**config.mk**
```make
export PLATFORM = sky130hd
export DESIGN_NAME = dmd_frame_ctrl
export DESIGN_NICKNAME = d
export VERILOG_FILES = /design/src/rtl/dmd_frame_ctrl.sv
export SDC_FILE = /design/constraint.sdc
export NUM_CORES = 1
export LEC_CHECK = 0
export ABC_AREA = 1
export BUFFER_PORTS_ARGS = -buffer_cell sky130_fd_sc_hd__buf_2
export CAP_MARGIN = 30
export CORE_MARGIN = 2
export CORE_UTILIZATION = 30
export CTS_CLUSTER_DIAMETER = 40
export DETAILED_ROUTE_END_ITERATION = 10
export SETUP_SLACK_MARGIN = 0.5
export SYNTH_ARGS = -nofsm -noshare
export SYNTH_HDL_FRONTEND = slang
export SYNTH_SLANG_ARGS = --single-unit
```
**constraint.sdc**
```tcl
create_clock -name clk -period 2.35 [get_ports clk]
set_clock_uncertainty 0.15 [all_clocks]
set_input_delay 0.235 -clock clk [delete_from_list [all_inputs] [get_ports clk]]
set_output_delay 0.235 -clock clk [all_outputs]
set_load 0.01 [all_outputs]
```
**src/rtl/dmd_frame_ctrl.sv**
```systemverilog
`default_nettype none
// ============================================================================
// Module   : dmd_frame_ctrl
// Brief    : Double-buffered DMD frame-buffer controller sharing one dot RAM
//            between the scan path and a host write port. The optional macro
//            DMD_CLEAR_ON_FLIP_EN zero-fills the new back page after each flip.
// Revision : 1.0
// ============================================================================
module dmd_frame_ctrl #(
   parameter int DOTS_X = 128,
   parameter int DOTS_Y = 39,
   parameter int DATA_W = 8,
   parameter int ADDR_W = 14
) (
   input  logic                        clk,
   input  logic                        rst_n,
   input  logic                        scan_req,
   input  logic [$clog2(DOTS_X)-1:0]   scan_x,
   input  logic [$clog2(DOTS_Y)-1:0]   scan_y,
   output logic                        scan_valid,
   output logic [DATA_W-1:0]           scan_data,
   input  logic                        frame_start,
   input  logic                        host_valid,
   output logic                        host_ready,
   input  logic [$clog2(DOTS_X)-1:0]   host_x,
   input  logic [$clog2(DOTS_Y)-1:0]   host_y,
   input  logic [DATA_W-1:0]           host_data,
   input  logic                        host_flip,
   output logic                        flip_pending,
   output logic                        front_page,
   output logic [ADDR_W-1:0]           ram_addr,
   output logic                        ram_we,
   output logic [DATA_W-1:0]           ram_wdata,
   input  logic [DATA_W-1:0]           ram_rdata
);

   localparam int c_x_w = $clog2(DOTS_X);
   localparam int c_y_w = $clog2(DOTS_Y);
   localparam logic [c_y_w-1:0] c_last_y = c_y_w'(DOTS_Y - 1);

   logic              r_front_page;
   logic              r_flip_pending;
   logic              r_rd_p1, r_rd_p2;
   logic              r_oor_p1, r_oor_p2;
   logic              r_scan_valid;
   logic [DATA_W-1:0] r_scan_data;
   logic [ADDR_W-1:0] r_ram_addr;
   logic              r_ram_we;
   logic [DATA_W-1:0] r_ram_wdata;

   logic              w_idle;
   logic              w_flip;
   logic              w_host_acc;
   logic              w_clr_wr;
   logic [ADDR_W-1:0] w_clr_addr;

   assign w_flip     = frame_start && w_idle && (r_flip_pending || host_flip);
   assign host_ready = !scan_req && w_idle && !r_flip_pending;
   assign w_host_acc = host_valid && host_ready;

`ifdef DMD_CLEAR_ON_FLIP_EN
   typedef enum logic [0:0] {S_IDLE = 1'b0, S_CLEAR = 1'b1} state_t;
   localparam logic [c_x_w-1:0] c_last_x = c_x_w'(DOTS_X - 1);

   state_t           r_state, w_state_nxt;
   logic [c_x_w-1:0] r_clr_x, w_clr_x_nxt;
   logic [c_y_w-1:0] r_clr_y, w_clr_y_nxt;

   always_ff @(posedge clk or negedge rst_n) begin
      if (!rst_n) begin
         r_state <= S_IDLE;
         r_clr_x <= '0;
         r_clr_y <= '0;
      end else begin
         r_state <= w_state_nxt;
         r_clr_x <= w_clr_x_nxt;
         r_clr_y <= w_clr_y_nxt;
      end
   end

   // Scan reads steal the slot; the clear counter simply holds on those cycles.
   always_comb begin
      w_state_nxt = r_state;
      w_clr_x_nxt = r_clr_x;
      w_clr_y_nxt = r_clr_y;
      w_clr_wr    = 1'b0;
      case (r_state)
         S_IDLE: begin
            if (w_flip) begin
               w_state_nxt = S_CLEAR;
               w_clr_x_nxt = '0;
               w_clr_y_nxt = '0;
            end
         end
         S_CLEAR: begin
            if (!scan_req) begin
               w_clr_wr = 1'b1;
               if (r_clr_x == c_last_x) begin
                  w_clr_x_nxt = '0;
                  if (r_clr_y == c_last_y) begin
                     w_clr_y_nxt = '0;
                     w_state_nxt = S_IDLE;
                  end else begin
                     w_clr_y_nxt = r_clr_y + 1'b1;
                  end
               end else begin
                  w_clr_x_nxt = r_clr_x + 1'b1;
               end
            end
         end
         default: w_state_nxt = S_IDLE;
      endcase
   end

   assign w_idle     = (r_state == S_IDLE);
   assign w_clr_addr = {~r_front_page, r_clr_y, r_clr_x};
`else
   assign w_idle     = 1'b1;
   assign w_clr_wr   = 1'b0;
   assign w_clr_addr = '0;
`endif

   always_ff @(posedge clk or negedge rst_n) begin
      if (!rst_n) begin
         r_front_page   <= 1'b0;
         r_flip_pending <= 1'b0;
      end else if (w_flip) begin
         r_front_page   <= ~r_front_page;
         r_flip_pending <= 1'b0;
      end else if (host_flip) begin
         r_flip_pending <= 1'b1;
      end
   end

   // Single RAM slot per cycle: scan read, then clear write, then host write.
   always_ff @(posedge clk or negedge rst_n) begin
      if (!rst_n) begin
         r_ram_addr  <= '0;
         r_ram_we    <= 1'b0;
         r_ram_wdata <= '0;
      end else begin
         r_ram_we <= 1'b0;
         if (scan_req) begin
            r_ram_addr <= {r_front_page, scan_y, scan_x};
         end else if (w_clr_wr) begin
            r_ram_addr  <= w_clr_addr;
            r_ram_we    <= 1'b1;
            r_ram_wdata <= '0;
         end else if (w_host_acc) begin
            r_ram_addr  <= {~r_front_page, host_y, host_x};
            r_ram_we    <= (host_y <= c_last_y);
            r_ram_wdata <= host_data;
         end
      end
   end

   always_ff @(posedge clk or negedge rst_n) begin
      if (!rst_n) begin
         r_rd_p1      <= 1'b0;
         r_rd_p2      <= 1'b0;
         r_oor_p1     <= 1'b0;
         r_oor_p2     <= 1'b0;
         r_scan_valid <= 1'b0;
         r_scan_data  <= '0;
      end else begin
         r_rd_p1      <= scan_req;
         r_oor_p1     <= (scan_y > c_last_y);
         r_rd_p2      <= r_rd_p1;
         r_oor_p2     <= r_oor_p1;
         r_scan_valid <= r_rd_p2;
         if (r_rd_p2) begin
            r_scan_data <= r_oor_p2 ? '0 : ram_rdata;
         end
      end
   end

   assign front_page   = r_front_page;
   assign flip_pending = r_flip_pending;
   assign scan_valid   = r_scan_valid;
   assign scan_data    = r_scan_data;
   assign ram_addr     = r_ram_addr;
   assign ram_we       = r_ram_we;
   assign ram_wdata    = r_ram_wdata;

endmodule
`default_nettype wire

```
# Yosys cells after proc, flatten, opt, wreduce, memory -nomap -nowiden

Index checks and enable logic that the tools add are counted.

Bits of input ports: 48
Output and inout bits: 35
Register bits: 38

Order comparisons: 2
Bitwise logic cells: 2
Multiplexer cells: 7
Reduce and logical (&&, ||, !) cells: 9

Operators by type and width:

| operator                                               | count |
|---|---|
| two-way mux 14 bit                                     | 2 |
| two-way mux 8 bit                                      | 1 |
| > comparator 6 bit (second input constant)             | 1 |
| less-or-equal comparator 6 bit (second input constant) | 1 |
| two-way mux 1 bit                                      | 4 |
| nonzero test 2 bit                                     | 2 |
| logical AND 1 bit                                      | 3 |
| zero test 1 bit                                        | 2 |
| NOT 1 bit                                              | 2 |
| AND reduction 2 bit                                    | 1 |
| logical OR 1 bit                                       | 1 |

# Depth between registers and ports, before layout

Depth in word-level cells: 5
Gate-level depth with buffers: 7

# Worst setup path before layout

Ideal clock, no wire load.

Path kind: reg-to-reg
From: register r_flip_pending (netlist: flip_pending)
To: register r_ram_addr[10] (netlist: ram_addr[10])
Required time: 2,135 ps
Library setup time: 65 ps
Clock period less this slack: 1,247 ps
Buffers on the path: 1
Stages on the path, launching flop included: 6
Slack: 1,103 ps
Arrival: 1,032 ps
Path through: dfrtp_1 -> inv_2 -> a21oi_2 -> buf_2 -> nand2_1 -> nand2_1

Word-level cells in the longest chain between the ends: 4

Ends and longest elaborated chain:

| element                      | RTL line | RTL |
|---|---|---|
| from (decl)                  | 42       | `logic r_flip_pending;` |
| from (signal assigned)       | 126      | `r_flip_pending <= 1'b0;` |
| from (signal assigned)       | 129      | `r_flip_pending <= 1'b0;` |
| from (signal assigned)       | 131      | `r_flip_pending <= 1'b1;` |
| zero test 1 bit              | 58       | `assign host_ready = !scan_req && w_idle && !r_flip_pending;` |
| logical AND 1 bit            | 58       |  |
| logical AND 1 bit            | 59       | `assign w_host_acc = host_valid && host_ready;` |
| nonzero test 2 bit (no line) | -        |  |
| to (signal assigned)         | 144      | `r_ram_addr <= {r_front_page, scan_y, scan_x};` |
| to (signal assigned)         | 146      | `r_ram_addr <= w_clr_addr;` |
| to (signal assigned)         | 150      | `r_ram_addr <= {~r_front_page, host_y, host_x};` |
| to (decl)                    | 47       | `logic [ADDR_W-1:0] r_ram_addr;` |

Every way passes these cells.
A chain may end at the register's enable or synchronous reset.

# Worst setup path after layout

From: register r_flip_pending (netlist: flip_pending)
To: output host_ready

Word-level cells in the longest chain between the ends: 2

Ends and longest elaborated chain:

| element           | RTL line | RTL |
|---|---|---|
| zero test 1 bit   | 58       |  |
| logical AND 1 bit | 58       |  |
| to (decl)         | 24       | `output logic host_ready,` |

Every way passes these cells.

==> impl_summary.txt <==
----------------------------------------------------
[Placed design]
  HPWL Detailed ... 2960 um
  Area after DPL ... 0.00209 mm^2
  Buffers on Ports ... 82
  Routability congestion estimate ... around 0.76

[Cells and area]
  Antenna cells ... 0
  Proportion of layout cells with a drive suffix above 1 ... 0.336
  Net count reported at finish ... 333
  Final core area utilization ... 0.428
  Leading cell types in the layout, fill and taps excluded ... sky130_fd_sc_hd__nand2_1 (105), sky130_fd_sc_hd__buf_2 (82), sky130_fd_sc_hd__dfrtp_1 (38)
  Leading cell type in the layout, fill and taps excluded ... sky130_fd_sc_hd__nand2_1
  Area growth from synthesis to final layout ... 36.2%
  Post-route cell area ... 0.00222 mm^2

[Yosys]
  Synthesized-area fraction occupied by and/or/nand/nor cells ... 0.316
  Gate count after technology mapping ... 200
  Flop and latch count out of synthesis ... 38
  Number of distinct library cells after synthesis ... 15
  Synth Area in XOR/XNOR ... 0
  Post-synthesis cell area ... between 0.0015 and 0.002 mm^2
  Combinational family with the most area after synthesis ... simple AND/OR/NAND/NOR gates
  Fraction of post-synthesis cell area in the top cell type by area ... 0.585
  Mapped Nets ... 248
  Adder-Cell Fraction of Synth Area ... 0
  Largest area contributor in the synthesized netlist ... sky130_fd_sc_hd__dfrtp_1
  Share of cell area taken by muxes after synthesis ... 0
  Most area-consuming cells after synthesis ... sky130_fd_sc_hd__dfrtp_1 (58%), sky130_fd_sc_hd__nand2_1 (24%), sky130_fd_sc_hd__nand3_1 (5.8%), sky130_fd_sc_hd__inv_1 (2.8%), sky130_fd_sc_hd__o21ai_0 (2.5%)
  Synth Area in Compound Gates ... 0.0462
  Seq/Total Area, Yosys ... 0.585
  Yosys warns ... 0
  Synthesized area divided by synthesized cell count ... 8.13 um^2

[STA]
  Achievable Freq ... between 600 and 700 MHz
  Relative slew slack ... 0.446
  Final Hold Viols ... 0
  Share of the clock period used by the worst path after layout ... 0.648
  Min cycle time layout ... 1.52 ns
  Slew at the pin with the worst max-slew slack ... 0.831 ns
  Worst hold margin ... 0.0300 ns
  Setup TNS ... 0 ns
  Number of max-slew violations in the final report ... 0
  RSZ-0062 raised after global routing ... false
  Final setup vio count ... 0

[Worst setup path]
  CP Launch Type ... flop
  Data required time at the worst endpoint ... 1.97 ns
  Arrival time reported for the critical path endpoint ... 1.14 ns
  Largest fanout of any net on the critical path ... 10
  Endpoint type of the worst setup path ... output pin
  Crit Path Category ... flop to output pin

[Power and ir drop]
  Switching power ... between 400 and 500 uW
  Share of total power in combinational logic ... 0.196
  Pwr per Cell Area ... 687 mW/mm^2
  Proportion of total power due to net switching ... 0.284
  Maximum vdd drop ... 0.293 mV
  Power share of the clock group ... 0.297
  Leakage ... between 0.001 and 0.0015 uW
  Cell-internal power ... 1090 uW
  Sequential power share ... 0.507

[Floorplanning]
  Die ar. ... roughly 0.006 mm^2
  Row Count ... 26
  Die Ht ... 77.6 um
  Effective utilization at floorplan ... 0.314
  Die extent in x ... 77.6 um
  Num ports ... 83
  Core footprint ... 0.00517 mm^2

[Drt]
  Antenna-violating nets left ... 0
  Number of optimization iterations in the first detailed-route pass ... 4
  Ratio of routed vias to standard cells ... around 4.2
  Post-detailed-route DRC marker count ... 0
  Vias after detailed routing ... 1511
  WL final ... 3970 um
  Per-cell routed wire length ... 11.1 um
  Iteration-0 DRC Markers ... 59

[Flow run]
  Total of max-cap violations ... 0

[Clocking]
  Buffer count from post-CTS setup fixing ... 0
  Library cell used as clock root buffer ... sky130_fd_sc_hd__clkbuf_8
  TritonCTS sink count ... 38
  Number of levels the H-tree was split into ... 2
  Clock network latency to the later pin of the worst-skew pair ... between 0.2 and 0.3 ns
  Worst-path clk slew ... 0.07 ns
  Number of buffers created by CTS ... 5
  Number of buffers between clock root and the deepest sink ... 2
  TritonCTS clock tree ... done

[Global route]
  Total GRT Usage ... 0.144
  Antenna violations before repair ... 0
  Met2 track utilization from global routing ... 0.234
  Met1 global-route usage ... 0.181
  Pin count of the biggest net entering global routing ... 39
  Vias in the first global route ... 1424
  Gr busiest metal ... met2
  First-pass GRT wire length ... 6760 um
  Remaining global-route overflow ... 0
  GRT met3 Usage ... 0.0477

[Min path]
  Hold WC Path Type ... primary input to flop

[Outcome]
  Outcome ... finished clean

----------------------------------------------------
==> repair_timing <==
item | 4_1_cts | 5_1_grt
resized for setup | 0 | 0
endpoints found under the hold margin | 40 | 0
hold buffers | 3 | 0
==> flip-flops by register name (all words and copies together) (netlist names) <==
name,flops
r_oor_p2,1
front_page,1
flip_pending,1
r_rd_p2,1
scan_data,8
ram_addr,14
scan_valid,1
ram_wdata,8
ram_we,1
r_rd_p1,1
r_oor_p1,1
==> synthesized netlist by cell type <==
| cell type | count |
|---|---|
| sky130_fd_sc_hd__nand2_1 | 105 |
| sky130_fd_sc_hd__dfrtp_1 | 38 |
| sky130_fd_sc_hd__nand3_1 | 19 |
| sky130_fd_sc_hd__inv_1 | 12 |
| sky130_fd_sc_hd__o21ai_0 | 8 |
| sky130_fd_sc_hd__buf_2 | 6 |
| sky130_fd_sc_hd__a21oi_1 | 2 |
| sky130_fd_sc_hd__inv_2 | 2 |
| sky130_fd_sc_hd__nor2_1 | 2 |
| sky130_fd_sc_hd__a21boi_0 | 1 |
| sky130_fd_sc_hd__a21oi_2 | 1 |
| sky130_fd_sc_hd__clkbuf_1 | 1 |
| sky130_fd_sc_hd__nand2_2 | 1 |
| sky130_fd_sc_hd__nor2_4 | 1 |
| sky130_fd_sc_hd__o21ai_2 | 1 |
==> cell type report <==
type	count	area [um^2]
fill	551	2960
clock buffer	6	82.6
sequential	38	951
tap	70	87.6
clock inverter	2	12.5
inverter	14	52.6
timing repair buffer	85	440
multi-input combinational	141	589
==> worst max-delay path: stages (launching register included) <==
cell                      delay (ns)
sky130_fd_sc_hd__dfrtp_1        0.45
sky130_fd_sc_hd__nor2_4         0.23
sky130_fd_sc_hd__buf_2          0.18
==> metal layers <==
layer  vias to the layer above  part of all wire
met5                         -                 0
li1                        788                 -
met1                       671              0.44
met2                        48              0.47
met4                         0             0.010
met3                         4             0.076
==> final timing paths <==
check	start	to	slack, ns	cells past startpoint
worst min register to register	r_rd_p1$_DFF_PN0_	r_rd_p2$_DFF_PN0_	0.19	0
max in group asynchronous	rst_n	front_page$_DFFE_PN0P_	1.08	2
min in group asynchronous	rst_n	scan_data[4]$_DFFE_PN0P_	0.44	2
worst max-delay path	flip_pending$_DFFE_PN0P_	host_ready	0.83	2
worst max register to register	flip_pending$_DFFE_PN0P_	ram_addr[3]$_DFFE_PN0P_	0.85	4
worst min-delay path	host_data[1]	ram_wdata[1]$_DFFE_PN0P_	0.03	3
==> cell families (layout without fill, tap and decap cells) <==
family / after synthesis / count (layout)
compound gates: 13 / 13
buf+inv: 21 / 107
flops: 38 / 38
simple gates: 128 / 128
==> per-stage QoR <==
step / total power (uW) / instances / setup slack, ns
6_report: 1520 / 356 / 0.827
5_1_grt: 1630 / 356 / 0.688
4_1_cts: 1560 / 356 / 0.801
3_5_place_dp: 1090 / 345 / 0.800
3_3_place_gp: 1080 / 345 / 0.807
2_1_floorplan: 931 / 200 / 1.10
==> power by group through the flow <==
stage / sequential, uW / combinational [uW] / clock, uW
global route: 784 / 342 / 500
finish: 772 / 298 / 453
floorplan: 817 / 114 / 0
global placement: 785 / 298 / 0
CTS: 772 / 307 / 478
detailed placement: 785 / 303 / 0
Power figures use the tool's default switching activity.
